===== config.mk =====
export PLATFORM = sky130hd
export DESIGN_NAME = mode_sequencer
export DESIGN_NICKNAME = d
export VERILOG_FILES = /design/src/rtl/mode_sequencer_pkg.sv /design/src/rtl/score_record_table.sv /design/src/rtl/mode_sequencer.sv
export SDC_FILE = /design/constraint.sdc
export NUM_CORES = 1
export LEC_CHECK = 0
export CAP_MARGIN = 25
export CORE_ASPECT_RATIO = 1.4
export CORE_UTILIZATION = 50
export CTS_CLUSTER_DIAMETER = 200
export DETAILED_ROUTE_END_ITERATION = 7
export PLACE_DENSITY_LB_ADDON = 0.08
export REMOVE_ABC_BUFFERS = 1
export SLEW_MARGIN = 20
export SYNTH_ARGS = -nofsm -noshare
export SYNTH_HDL_FRONTEND = slang
export SYNTH_SLANG_ARGS = --single-unit

===== constraint.sdc =====
create_clock -name clk -period 8.6 [get_ports clk]
set_input_delay 1.29 -clock clk [delete_from_list [all_inputs] [get_ports clk]]
set_output_delay 1.29 -clock clk [all_outputs]
set_load 0.1 [all_outputs]

===== src/rtl/mode_sequencer_pkg.sv =====
// mode_sequencer_pkg: state, mode and 7-segment digit codes shared by the mode sequencer.
package mode_sequencer_pkg;
    localparam logic [2:0] S_IDLE = 3'd0, S_AUTO = 3'd1, S_FREE = 3'd2, S_LEARN = 3'd3, S_RESULT = 3'd4;
    localparam logic [2:0] MODE_AUTO = 3'b011, MODE_FREE = 3'b001, MODE_LEARN = 3'b111;
    localparam logic [4:0] C_A = 5'd10, C_U = 5'd11, C_T = 5'd12, C_O = 5'd13, C_H = 5'd14, C_E = 5'd15;
    localparam logic [4:0] C_L = 5'd16, C_F = 5'd17, C_R = 5'd18, C_N = 5'd19, C_S = 5'd20, C_BLANK = 5'd31;
    localparam logic [19:0] DIG_AUTO = {C_A, C_U, C_T, C_O};
    localparam logic [19:0] DIG_FREE = {C_F, C_R, C_E, C_E};
    localparam logic [14:0] DIG_LRN = {C_L, C_R, C_N};
    localparam logic [24:0] DIG_HELLO = {C_H, C_E, C_L, C_L, C_O};
    localparam logic [14:0] DIG_EMPTY3 = {3{C_BLANK}};
    localparam logic [19:0] DIG_EMPTY4 = {4{C_BLANK}};
    localparam logic [4:0] DIG_U = C_U, DIG_S = C_S;

    function automatic logic [2:0] decode_mode(input logic [2:0] m);
        return m == MODE_AUTO ? S_AUTO : m == MODE_FREE ? S_FREE : m == MODE_LEARN ? S_LEARN : S_IDLE;
    endfunction
endpackage


===== src/rtl/score_record_table.sv =====
// score_record_table: best-score RAM with valid bits, compare-and-write and write-first sync read.
module score_record_table #(
    parameter int DEPTH = 16,
    parameter int W = 33,
    localparam int AW = $clog2(DEPTH)
) (
    input  logic          clk,
    input  logic          rst,
    input  logic [AW-1:0] idx,
    input  logic          we_req,
    input  logic [W-1:0]  score,
    output logic          hit,
    output logic [W-1:0]  rd
);
    logic [W-1:0] mem [DEPTH];
    logic [DEPTH-1:0] valid;

    assign hit = we_req && (!valid[idx] || score > mem[idx]);

    always_ff @(posedge clk)
        if (hit) mem[idx] <= score;

    // Reset only clears valid bits; stale RAM contents are masked to zero on read.
    always_ff @(posedge clk or posedge rst) begin
        if (rst) begin
            valid <= '0;
            rd <= '0;
        end else begin
            if (hit) valid[idx] <= 1'b1;
            rd <= hit ? score : valid[idx] ? mem[idx] : '0;
        end
    end
endmodule


===== src/rtl/mode_sequencer.sv =====
// mode_sequencer: debounced piano mode FSM steering speaker, LEDs and digits, with result screen
// and per-user/per-song best-score table.
module mode_sequencer import mode_sequencer_pkg::*; #(
    parameter int NUM_USERS = 4,
    parameter int NUM_SONGS = 4,
    parameter int SCORE_W = 33,
    parameter int SETTLE_CYCLES = 1_000_000,
    parameter int MUTE_CYCLES = 500_000,
    parameter int RESULT_HOLD = 500_000_000,
    localparam int UW = $clog2(NUM_USERS),
    localparam int SW = $clog2(NUM_SONGS)
) (
    input  logic               clk,
    input  logic               rst,
    input  logic [2:0]         mode,
    input  logic [SW-1:0]      song_num,
    input  logic [UW-1:0]      user,
    input  logic [2:0]         spk_src,
    input  logic [7:0]         led_auto,
    input  logic [7:0]         led_learn,
    input  logic               finished,
    input  logic [SCORE_W-1:0] score,
    input  logic [19:0]        level_digits,
    output logic               speaker,
    output logic [7:0]         led,
    output logic [39:0]        digits,
    output logic [SCORE_W-1:0] rec_score,
    output logic               new_best
);
    localparam int CW = $clog2(SETTLE_CYCLES + 1);
    localparam int MW = $clog2(MUTE_CYCLES + 1);
    localparam int HW = $clog2(RESULT_HOLD + 1);

    logic [2:0] cand, state, state_n, target, base;
    logic [CW-1:0] cnt;
    logic [MW-1:0] mute, mute_n;
    logic [HW-1:0] hold;
    logic [UW-1:0] lat_user, lat_user_n;
    logic [SW-1:0] lat_song, lat_song_n;
    logic finished_q, stable, settled, commit, fin_ok, hit, spk_n, learnish;
    logic [7:0] led_n;
    logic [39:0] digits_n;

    score_record_table #(.DEPTH(NUM_USERS * NUM_SONGS), .W(SCORE_W)) u_table (
        .clk(clk), .rst(rst), .idx({user, song_num}), .we_req(fin_ok),
        .score(score), .hit(hit), .rd(rec_score)
    );

    // Outputs are registered from the next state so a commit shows on the commit edge itself.
    always_comb begin
        stable = mode == cand;
        settled = cnt == CW'(SETTLE_CYCLES - 1);
        target = decode_mode(mode);
        base = state == S_RESULT ? S_LEARN : state;
        commit = stable && settled && target != base;
        fin_ok = finished && !finished_q && state == S_LEARN;
        state_n = commit ? target : fin_ok ? S_RESULT :
                  (state == S_RESULT && hold == HW'(RESULT_HOLD - 1)) ? S_LEARN : state;
        mute_n = commit ? MW'(MUTE_CYCLES) : mute != '0 ? mute - MW'(1) : mute;
        lat_user_n = fin_ok ? user : lat_user;
        lat_song_n = fin_ok ? song_num : lat_song;
        learnish = state_n == S_LEARN || state_n == S_RESULT;
        spk_n = mute_n == '0 && (state_n == S_AUTO ? spk_src[0] : state_n == S_FREE ? spk_src[1] :
                                 learnish ? spk_src[2] : 1'b0);
        led_n = state_n == S_AUTO ? led_auto : learnish ? led_learn : 8'h00;
        digits_n = state_n == S_AUTO  ? {DIG_AUTO, DIG_EMPTY3, 5'(song_num)} :
                   state_n == S_FREE  ? {DIG_FREE, DIG_EMPTY4} :
                   state_n == S_LEARN ? {DIG_LRN, DIG_EMPTY4, 5'(song_num)} :
                   state_n == S_RESULT ? {DIG_U, 5'(lat_user_n), DIG_S, 5'(lat_song_n), level_digits} :
                   {DIG_HELLO, DIG_EMPTY3};
    end

    always_ff @(posedge clk or posedge rst) begin
        if (rst) begin
            cand <= '0;
            cnt <= '0;
            state <= S_IDLE;
            mute <= '0;
            hold <= '0;
            finished_q <= 1'b0;
            lat_user <= '0;
            lat_song <= '0;
            speaker <= 1'b0;
            led <= '0;
            digits <= {DIG_HELLO, DIG_EMPTY3};
            new_best <= 1'b0;
        end else begin
            cand <= mode;
            cnt <= !stable ? '0 : settled ? cnt : cnt + CW'(1);
            state <= state_n;
            mute <= mute_n;
            hold <= (state == S_RESULT && state_n == S_RESULT) ? hold + HW'(1) : '0;
            finished_q <= finished;
            lat_user <= lat_user_n;
            lat_song <= lat_song_n;
            speaker <= spk_n;
            led <= led_n;
            digits <= digits_n;
            new_best <= state_n == S_RESULT && (state == S_RESULT ? new_best : hit);
        end
    end
endmodule


==> metrics.yaml, run 1 <==
cts_setup_buffers: 0
post-route-min-period_ns: 6.69
critical_path_class: "in2reg"
finalMaxSlewViolations: 0
clk_latency_ns: 0.61
skew_ns: 0.0238
cts.path.max_buffers: 3
rsz0062_at_grt: "false"
p_leak_nw: 11.6
hp-class: "reg2reg"
grt_max_degree: 110
worst_slew_pin_slew_ns: 1.09
max_slew_margin_pct: 27.2
die_h_um: 284
finalCritPeriodShare_pct: 77.8
drt-initial-drc-count: 1178
synth_mux_area_share_pct: 13.7
place_area_mm2: 0.0310
synthToLayoutAreaGrowth_pct: 17.1
place_congestion: 0.790
initial_utilization_pct: 51.0
required_ns: 8.87
cts.sinks: 700
combPwrFrac_pct: 20.0
whs_ns: 0.467
synth_fa_ha_area_share_pct: 1.63
netlist_area_mm2: 0.0284
max_freq_mhz: 149
grt_pass1_vias: 16200
final_cells: 2555
path_clk_slew_ns: 0.06
seq_power_share_pct: 45.6
cts_hold_buf: 0
numCtsBuffers: 68
setup.worst_path.start_class: "input pin"
num_io_pins: 165
dieArea_mm2: 0.0577
hold_violations: 0
synth_top_area_share_pct: 55.9
yosysWarnings: 0
drive_gt1_share_pct: 21.2
path_max_fanout: 76
preCtsSetupSlack_ns: 1.31
antenna_found_initial: 1
timing.final.ws_setup_ns: 1.91
htree_num_levels: 3
status: "complete, no violations"
netlist_top_cells_area: "edfxtp_1 56%, mux4_2 13%, dfrtp_1 13%"
cap_violations: 0
ant_nets: 0
cts_tree: "done"
seq_area_frac_synth_pct: 71.2
grt.overflow.total: 0
cp-end-kind: "flop"
num_vias: 15200
cts-root-buf: "clkbuf_16"
p_sw_share_pct: 30.2
first_pass_iters: 5
rows: 102
die_x_um: 203
ys_types: 71
ys_async_sr_fraction_pct: 24.6
crit_arrival_ns: 6.96
port_buffers: 164
final_core_util_pct: 59.7
p_int_mw: 5.97
vias_per_cell: 5.94
syn_inst: 1571
hpwl_um: 40100
grt_pass1_wl_um: 100000
p_per_area_mw_per_mm2: 257
power_mw: 8.55
p_clk_share_pct: 34.4
peakVddDrop_uv: 163
routed_wl_um: 66300
synth_flop_cell: "edfxtp_1"
yosysTopAreaCell: "edfxtp_1"
tns_ns: 0
synth_compound_area_share_pct: 4.24
ys_ff_latch: 700
wl_per_cell_um: 26.0
place_inst: 2431
nNetsFinal: 1892
synth_top_family_by_area: "multiplexers"
synth_xor_area_share_pct: 1.57
fin_area_mm2: 0.0332
cts-resized-gates: 0
synthSimpleGateAreaFrac_pct: 5.92
nFillCells: 4214
syn_avg_cell_area_um2: 18.1
core_mm2: 0.0556
switchingPower_mw: 2.58
grt_usage_pct: 23.7
route.detailed.drc: 0
synth_edf_count: 528
setup_viol: 0
-- kinds of logic after synthesis --
group / after synthesis
fa+ha+maj: 37
mux: 176
simple gates: 327
xor+xnor: 51
flops: 700
buf+inv: 123
compound gates: 157
-- cells in the mapped netlist, types with 3 or more instances --
cell type	n
a211oi_1	4
a21o_1	7
a21oi_1	29
a22o_1	42
a31o_2	7
a31oi_1	5
a41o_1	7
and3_1	22
and4_1	4
and4b_1	3
buf_1	13
buf_2	3
buf_4	7
clkbuf_1	54
dfrtp_1	147
dfstp_2	25
edfxtp_1	528
ha_1	37
inv_1	44
mux2i_1	5
mux4_2	169
nand2_1	71
nand2b_1	7
nand3_1	20
nand4_1	19
nor2_1	94
nor2b_1	7
nor3_1	16
nor3b_1	8
nor4_1	9
nor4b_1	4
o21a_1	6
o21ai_0	19
o21bai_1	3
o22a_1	3
or2_2	3
or3_1	23
or4_1	7
xnor2_1	31
xor2_1	20
-- placed cells by master, fill, tap and decap left out, types with 8 or more instances in the layout --
| cell | instances |
|---|---|
| buf_4 | 46 |
| clkinv_2 | 12 |
| inv_1 | 43 |
| nand3_1 | 20 |
| dfrtp_1 | 147 |
| dfstp_2 | 25 |
| clkdlybuf4s50_1 | 160 |
| mux4_2 | 169 |
| nor3_1 | 14 |
| nand4_1 | 19 |
| a21oi_1 | 28 |
| nand2_1 | 71 |
| xor2_1 | 20 |
| edfxtp_1 | 528 |
| clkinv_1 | 8 |
| and3_1 | 15 |
| clkbuf_1 | 18 |
| nor2_1 | 92 |
| ha_1 | 37 |
| or3_1 | 23 |
| clkbuf_16 | 71 |
| xnor2_1 | 31 |
| o21ai_0 | 19 |
| a22o_1 | 41 |
-- worst max-delay path: stages --
cell and delay [ns]:
buf_8 0.58, mux4_2 0.63, mux4_2 0.51, inv_1 0.08
ha_1 0.13, nand4_1 0.16, nor4_1 0.41, nor3b_1 0.68
a2bb2oi_1 0.24, a32o_1 0.24, a22o_2 0.56, and3_2 0.82
buf_4 0.42
-- layer usage --
layer	up-vias	global-route usage [%]	wire length (um)	share of wire (%)
li1	6636	-	-	-
met4	0	8.10	1680	2.5
met1	7925	29.9	26000	39
met3	95	3.50	3760	5.7
met2	516	41.8	34800	53
met5	-	0	0	0
-- area by class of cell --
cell class	instances	area, um2	area share [%]
antenna	1	2.50	0.00753
clock buffer	92	1890	5.68
clock inverter	31	287	0.863
inverter	44	173	0.520
multi-input combinational	748	7750	23.3
sequential	700	20200	60.8
tap	728	911	2.74
timing repair buffer	211	2020	6.08
-- power groups by stage --
stage | Sequential, mW | Clock [mW] | Combinational, mW
floorplan | 4.78 | 0 | 0.395
global placement | 3.96 | 0 | 1.71
detailed placement | 3.97 | 0 | 1.72
CTS | 3.90 | 3.01 | 1.73
global route | 3.91 | 3.12 | 1.79
finish | 3.90 | 2.94 | 1.71
-- flip-flops by register name, indices dropped and copies added (netlist names), 8 cells and up --
name	cells
u_table.mem	528
digits	34
u_table.rd	33
hold	29
cnt	20
mute	19
u_table.valid	16
led	8
-- final timing paths --
check                                               from                             to  slack [ns]  cells past startpoint
min in group asynchronous                            rst            cnt[11]$_DFFE_PP0P_        1.22                      2
max in group asynchronous                            rst       u_table.rd[10]$_DFF_PP0_        5.90                      3
max                                          song_num[0]    u_table.mem[1][7]$_DFFE_PP_        1.91                     13
min reg2reg                u_table.valid[14]$_DFFE_PP0P_  u_table.valid[14]$_DFFE_PP0P_        0.47                      1
min                        u_table.valid[14]$_DFFE_PP0P_  u_table.valid[14]$_DFFE_PP0P_        0.47                      1
max reg2reg                u_table.mem[10][24]$_DFFE_PP_    u_table.mem[1][7]$_DFFE_PP_        3.09                     12
(Power assumes the default switching activity.)
==> run 2, diff against run 1 <==
- clock period: 8.6 -> 6.1 ns (I/O delays scaled with it)
==> metrics.yaml, run 2 (synthesis gave the netlist of run 1 again) <==
cp-end-kind: "flop"  # unchanged
layout_common_cells: "528 x edfxtp_1, 169 x mux4_2, 160 x clkdlybuf4s50_1"  # unchanged
vias_per_cell: 5.92  # was 5.94
drive_gt1_share_pct: 23.2  # was 21.2%
hold_violations: 0  # unchanged
num_io_pins: 165  # unchanged
grt_max_degree: 92  # was 110
die_h_um: 284  # unchanged
cts-resized-gates: 0  # unchanged
path_clk_slew_ns: 0.07  # was 0.06 ns
route.detailed.drc: 0  # unchanged
rsz0062_at_grt: "false"  # unchanged
hp-class: "reg2reg"  # unchanged
hold_depth: 1  # unchanged
reg.largest.list: "u_table.mem x528, digits x34, u_table.rd x33"  # unchanged
ant_nets: 0  # unchanged
whs_ns: 0.466  # was 0.467 ns
grt.overflow.total: 0  # unchanged
final_core_util_pct: 61.0  # was 59.7%
critical_path_class: "in2reg"  # unchanged
place_inst: 2458  # was 2431
crit_arrival_ns: 5.70  # was 6.96 ns
initial_utilization_pct: 51.0  # unchanged
place_congestion: 0.819  # was 0.790
peakVddDrop_uv: 264  # was 163 uV
worst_slew_pin_slew_ns: 1.05  # was 1.09 ns
htree_num_levels: 3  # unchanged
crit_family: "buffers and inverters"  # was simple AND/OR/NAND/NOR gates
power_mw: 12.6  # was 8.55 mW
finalMaxSlewViolations: 0  # unchanged
slowest_stage: "mux4_2"  # was and3_2
num_vias: 15300  # was 15200
hpwl_um: 41900  # was 40100 um
slowest_delay_ns: 0.50  # was 0.82 ns
nNetsFinal: 1921  # was 1892
numCtsBuffers: 69  # was 68
required_ns: 6.38  # was 8.87 ns
seq_power_share_pct: 43.8  # was 45.6%
routed_wl_um: 67600  # was 66300 um
status: "complete, no violations"  # unchanged
wl_per_cell_um: 26.1  # was 26.0 um
first_pass_iters: 5  # unchanged
skew_ns: 0.0280  # was 0.0238 ns
setup_viol: 0  # unchanged
p_clk_share_pct: 36.8  # was 34.4%
cts-root-buf: "clkbuf_16"  # unchanged
grt_pass1_vias: 16100  # was 16200
cts.sinks: 700  # unchanged
port_buffers: 164  # unchanged
largest_reg_flops: 528  # unchanged
top_register: "u_table.mem"  # unchanged
cp.depth: 16  # was 13
mostFrequentLayoutCell: "edfxtp_1"  # unchanged
p_int_mw: 8.87  # was 5.97 mW
post-route-min-period_ns: 5.42
grt_usage_pct: 24.2  # was 23.7%
cts_hold_buf: 0  # unchanged
clk_latency_ns: 0.61  # about the same
cap_violations: 0  # unchanged
core_mm2: 0.0556  # unchanged
drt-initial-drc-count: 1165  # was 1178
final_cells: 2588  # was 2555
r2r_cells: 14  # was 12
path_max_fanout: 40  # was 76
p_per_area_mw_per_mm2: 370  # was 257 mW/mm2
p_sw_share_pct: 29.4  # was 30.2%
die_x_um: 203  # unchanged
cts.path.max_buffers: 3  # unchanged
cts_setup_buffers: 0  # unchanged
worst-path-buf-inv: 6  # was 3
grt_pass1_wl_um: 102000  # was 100000 um
crit_chain: "buf_8, buf_12, mux4_2, mux4_2, inv_1, ha_1, nand4_1, nor4_1, nor3b_1, buf_4, a2bb2oi_1, a32o_1, a22o_2, buf_4, and3_2, buf_12"  # was buf_8, mux4_2, mux4_2, inv_1, ha_1, nand4_1, nor4_1, nor3b_1, a2bb2oi_1, a32o_1, a22o_2, and3_2, buf_4
dieArea_mm2: 0.0577  # unchanged
antenna_found_initial: 2  # was 1
switchingPower_mw: 3.69  # was 2.58 mW
p_leak_nw: 11.9  # was 11.6 nW
setup.worst_path.start_class: "input pin"  # unchanged
cts_tree: "done"  # unchanged
max_freq_mhz: 184
synthToLayoutAreaGrowth_pct: 19.7  # was 17.1%
combPwrFrac_pct: 19.4  # was 20.0%
max_slew_margin_pct: 29.8  # was 27.2%
rows: 102  # unchanged
finalCritPeriodShare_pct: 88.9
[run 2: cell types whose count changed in the layout (fill, tap and decap cells not counted), sizes merged]
cell and delta:
bufinv +6, clkinvlp +1, buf +28, clkbuf +2
clkinv -4
[run 2: area by class of cell]
| cell class | instances | area, um2 |
|---|---|---|
| antenna | 1 | 2.50 |
| clock buffer | 94 | 2040 |
| clock inverter | 34 | 479 |
| fill | 4132 | 21700 |
| inverter | 44 | 173 |
| multi-input combinational | 748 | 7750 |
| sequential | 700 | 20200 |
| tap | 728 | 911 |
| timing repair buffer | 239 | 2420 |
[run 2: path summary, 6_finish.rpt]
check | end | start | slack (ns)
max | u_table.mem[4][19]$_DFFE_PP_ | song_num[0] | 0.68
min | u_table.valid[14]$_DFFE_PP0P_ | u_table.valid[14]$_DFFE_PP0P_ | 0.47
max reg2reg | u_table.mem[4][19]$_DFFE_PP_ | u_table.mem[3][27]$_DFFE_PP_ | 1.30
min reg2reg | u_table.valid[14]$_DFFE_PP0P_ | u_table.valid[14]$_DFFE_PP0P_ | 0.47
max in group asynchronous | led[7]$_DFF_PP0_ | rst | 4.02
min in group asynchronous | cnt[10]$_DFFE_PP0P_ | rst | 0.85
[run 2: per-stage QoR]
| step | setup TNS (ns) | instance area, um2 | worst slack (ns) |
|---|---|---|---|
| 6_report | 0 | 34000 | 0.677 |
| 5_1_grt | 0 | 34000 | 0.460 |
| 4_1_cts | 0 | 33900 | 0.635 |
| 3_5_place_dp | -0.0000138 | 31400 | -0.0000138 |
| 3_3_place_gp | 0 | 31400 | 0.0673 |
| 2_1_floorplan | -83.93 | 28000 | -0.939 |
[run 2: power by group through the flow]
stage	combinational (mW)	clock [mW]	sequential [mW]
after detailed placement	2.45	0	5.60
after global routing	2.55	4.88	5.52
after CTS	2.46	4.72	5.50
final	2.43	4.62	5.50
after global placement	2.44	0	5.59
after floorplan	0.557	0	6.74
[run 2: routing by layer]
metal	track usage [%]	vias to the layer above	share of wire [%]
met3	3.63	99	4.9
met5	0	-	0.019
met2	41.9	488	52
met1	30.8	8009	40
met4	8.76	2	2.7
li1	-	6715	-
==> run 3, diff against run 2 <==
- ABC_CLOCK_PERIOD_IN_PS: not set -> 6100
- HOLD_SLACK_MARGIN: not set -> 0.15
==> results of run 3 <==
Final layout, timing and power as in run 2 (identical DEF).
==> variant 1: new RTL, flow settings as in run 2 <==
Set the parameter `SCORE_W` to 29 (it was 33).
--- a/src/rtl/mode_sequencer.sv
+++ b/src/rtl/mode_sequencer.sv
@@ -5,3 +5,3 @@
     parameter int NUM_SONGS = 4,
-    parameter int SCORE_W = 33,
+    parameter int SCORE_W = 29,
     parameter int SETTLE_CYCLES = 1_000_000,
Ports: changed (resized rec_score and score); port bits go from 165 to 157. No check against the original RTL was run, so the function may have changed too.
==> variant 1 against run 2 <==
Wire length decreased by 7.9%; count of clock-buffer cells in the layout fell by 20; clock skew fell by 5.4 ps; synthesized area decreased by 8.9%; sequential cell count shrank 68; die area fell by 8.8%; worst setup slack better by 520 ps; critical path depth fell by 1; register-to-register slack improved by 410 ps; final area shrank 8.8%; critical path type unchanged.
Power is not compared: it rests on default switching activity, and its combinational part moved more than twofold at a synthesized area within 25%.
==> variant 1: results (changes against run 2) <==
Run status
  • Status: finished, final reports clean

Yosys
  • Register area share after synthesis: 0.703 (-0.00887)
  • Post-synthesis mux area share: 0.145 (+0.00780)
  • Fraction of registers with async set/reset: 0.266 (+0.0201)
  • Synth Area in XOR/XNOR: 0.0213 (+0.00555)
  • Yosys cell types: 68 (-4.2%)
  • Most instantiated cells after synthesis: 464 x edfxtp_1, 150 x mux4_2, 143 x dfrtp_1
  • Dominant cells by area after synthesis: edfxtp_1 54%, dfrtp_1 14%, mux4_2 13%, dfstp_2 2.5%, ha_1 1.6%
  • Compound-cell area share of the yosys netlist: 0.0237 (-0.0187)

Critical path
  • CP endpoint: u_table.mem[12][0]$_DFFE_PP_
  • CP delay by family, top: compound AO/OA/AOI/OAI gates
  • Crit path max fanout: 52 (+30%)
  • CP startpoint: song_num[1]
  • Worst r2r src: u_table.mem[12][18]$_DFFE_PP_
  • Flop2flop setup slack: 1710 ps (+410 ps)
  • Slowest cell on the critical path: buf_4
  • Critical Path Max Stage Delay: 620 ps (+120 ps)

Clocking
  • Clock latency on the worst-skew pair: 630 ps (+20 ps)
  • CTS clk-pin slew, worst paths: 60 ps
  • H-Tree Depth: 2 (-1)
  • Total CTS buffers: 59 (-14%)

Worst hold path
  • Worst Hold Path EP: u_table.valid[10]$_DFFE_PP0P_
  • Hold Startpoint: u_table.valid[10]$_DFFE_PP0P_

GRT
  • Met1 usage: 0.299 (-0.00903)
  • First-pass GRT wire length: 94100 um (-7.6%)
  • All-Layer GR Usage: 0.244 (+0.00233)
  • Met2 Use GR: 0.433 (+0.0142)
  • Initial antenna violation count: 0 (-2)
  • M3 GR Usage: 0.0400 (+0.00373)
  • Vias in the first global route: 14702 (-8.7%)
  • Largest net degree at the start of global routing: 82 (-11%)

Detailed routing
  • Routed met2 length: 33000 um (-6.8%)
  • Metal3 WL: 2930 um (-12%)
  • Vias: 13887 (-9.3%)
  • M1 wire length: 24100 um (-11%)
  • Post-DR wirelength/cell: 26.0 um (-0.40%)
  • Initial detailed-routing violation count: 950 (-18%)
  • DR top layer: met4
  • First drt pass iteration count: 4 (-1)

STA
  • Worst Max-Slew Pin Slew: 1050 ps (-0.885 ps)
  • WHS: 466 ps (+0.302 ps)
  • Worst Skew: 22.6 ps (-5.43 ps)

Placement
  • Port bufs: 156 (-4.9%)
  • DPL Wire Length: 39600 um (-5.6%)
  • RD Place Congestion: 0.786 (-4.1%)

Cells and area
  • Nets: 1803 (-6.1%)
  • N_diodes: 0 (-1)
  • Regs by FF count: u_table.mem x464, digits x34
  • Share of layout cells above drive strength 1: 0.228 (-0.00404)
variant 1: cell types whose count changed after synthesis, sizes merged, moves of 10 or more:
| cell | change |
|---|---|
| a22o | -34 |
| inv | +22 |
| mux2i | +28 |
| clkbuf | -17 |
| nand2 | +12 |
| or3 | -12 |
| xor2 | +12 |
| mux4 | -19 |
| edfxtp | -64 |
| nand2b | +10 |
| a21oi | -13 |
variant 1: stage by stage:
step,instance area [um2],setup slack [ps],utilization,std cells
2_1_floorplan,25500,398,-,1403
3_3_place_gp,28800,600,0.564,2280
3_5_place_dp,28800,467,0.564,2280
4_1_cts,31000,1130,0.607,2392
5_1_grt,31000,926,0.607,2393
6_report,31000,1190,0.607,2393
variant 1: area by class of cell:
class	instances	area, um2
clock buffers	74	1600
clock inverters	38	582
fillers	3805	20000
inverters	66	253
multi-input cells	705	7130
flip-flops and latches	632	18200
well taps	650	813
repair buffers	228	2410
==> variant 2: new RTL, settings of run 2 <==
Made on the original files. Remove the register `digits`: a continuous assignment takes its place, so the output `digits` follows one clock earlier.
--- a/src/rtl/mode_sequencer.sv
+++ b/src/rtl/mode_sequencer.sv
@@ -84,3 +84,2 @@
             led <= '0;
-            digits <= {DIG_HELLO, DIG_EMPTY3};
             new_best <= 1'b0;
@@ -97,3 +96,2 @@
             led <= led_n;
-            digits <= digits_n;
             new_best <= state_n == S_RESULT && (state == S_RESULT ? new_best : hit);
@@ -101,2 +99,4 @@
     end
+
+    assign digits = digits_n;
 endmodule
Function: no difference found for any inputs over 4 cycles, from zero or initial values and one cycle with rst high; that may be too few to reach the edited logic, so the function may still have changed.
==> variant 2 against run 2 <==
Utilization shrank 1.3 points; final area shrank 1.0%; non-clock buffer count grew 2; synthesized area grew 0.20%; worst setup slack gained 41 ps; final cell count grew 6.0%; sequential cell count shrank 34; wire length grew 6.3%; largest cell class unchanged.
Power is not compared: it rests on default switching activity, and its combinational part moved more than twofold at a synthesized area within 25%.
==> variant 2: results (changes against run 2) <==
Placement
  • DPL Wire Length: 43600 um (+3.9%)
  • RD Place Congestion: 0.835 (+1.9%)

STA
  • Worst Skew: 32.0 ps (+3.92 ps)

Detailed routing
  • Initial detailed-routing violation count: 1236 (+6.1%)
  • DR top layer: met4
  • Vias: 16772 (+9.5%)
  • Post-DR wirelength/cell: 26.2 um (+0.38%)
  • Metal3 WL: 4260 um (+28%)
  • Routed met2 length: 37900 um (+7.0%)

Yosys
  • Fraction of registers with async set/reset: 0.207 (-0.0385)
  • Adder-Cell Fraction of Synth Area: 0.0163 (-0.0000323)
  • Register area share after synthesis: 0.679 (-0.0324)
  • Synth Area in XOR/XNOR: 0.0185 (+0.00274)

Critical path
  • Worst r2r src: u_table.mem[11][28]$_DFFE_PP_
  • Critical path data arrival time: 4470 ps (-1230 ps)
  • Crit path max fanout: 13 (-68%)
  • Critical Path Max Stage Delay: 610 ps (+110 ps)
  • CP delay by family, top: simple AND/OR/NAND/NOR gates

Run status
  • Status: finished, final reports clean

GRT
  • M3 GR Usage: 0.0345 (-0.00178)
  • Initial antenna violation count: 0 (-2)
  • Vias in the first global route: 17322 (+7.5%)
  • Met1 usage: 0.327 (+0.0197)
  • All-Layer GR Usage: 0.255 (+0.0135)

Cells and area
  • N_diodes: 0 (-1)
  • Share of layout cells above drive strength 1: 0.216 (-0.0161)
-- variant 2: kinds of logic (layout without fill, tap and decap cells) --
family / Yosys count / after routing
AO/OA/AOI/OAI: 186 / 186
XOR/XNOR: 60 / 60
adder cells (fa/ha/maj): 37 / 37
buffers and inverters: 163 / 418
flip-flops: 666 / 666
multiplexers: 174 / 174
AND/OR/NAND/NOR: 466 / 466
-- variant 2: worst reg2reg max path: cells and delay by family (launching register included) --
| family | cells | cell delay (ps) |
|---|---|---|
| DFF | 1 | 390 |
| adders and majority gates | 1 | 150 |
| buffers and inverters | 4 | 810 |
| AOI/OAI and AO/OA | 4 | 1060 |
| and+or+nand+nor | 3 | 790 |
| muxes | 2 | 980 |
-- variant 2: how the worst max path moves through the flow --
stage	from	end
final	mode[0]	digits[33]
after global routing	mode[0]	digits[33]
after CTS	mode[0]	digits[33]
after detailed placement	song_num[0]	u_table.mem[5][20]$_DFFE_PP_
after global placement	song_num[0]	u_table.mem[5][20]$_DFFE_PP_
after floorplan	finished	digits[32]
-- variant 2: final cells by class --
cell class / count / area (um2)
fill: 4230 / 22700
sequential: 666 / 19300
multi-input combinational: 923 / 8690
timing repair buffer: 241 / 2360
clock buffer: 86 / 1850
tap: 735 / 920
clock inverter: 36 / 289
inverter: 55 / 211
-- variant 2: per-stage QoR --
stage                     instance area, um2  hold WS (ps)  power [mW]  TNS [ps]  setup slack (ps)
after CTS                              33600           463        10.2         0               661
after floorplan                        28000           431        5.76  -1482880             -7020
after global routing                   33600           477        10.5         0               508
final                                  33600           462        10.2         0               718
after global placement                 31500           442        6.20         0               431
after detailed placement               31500           449        6.21         0               378
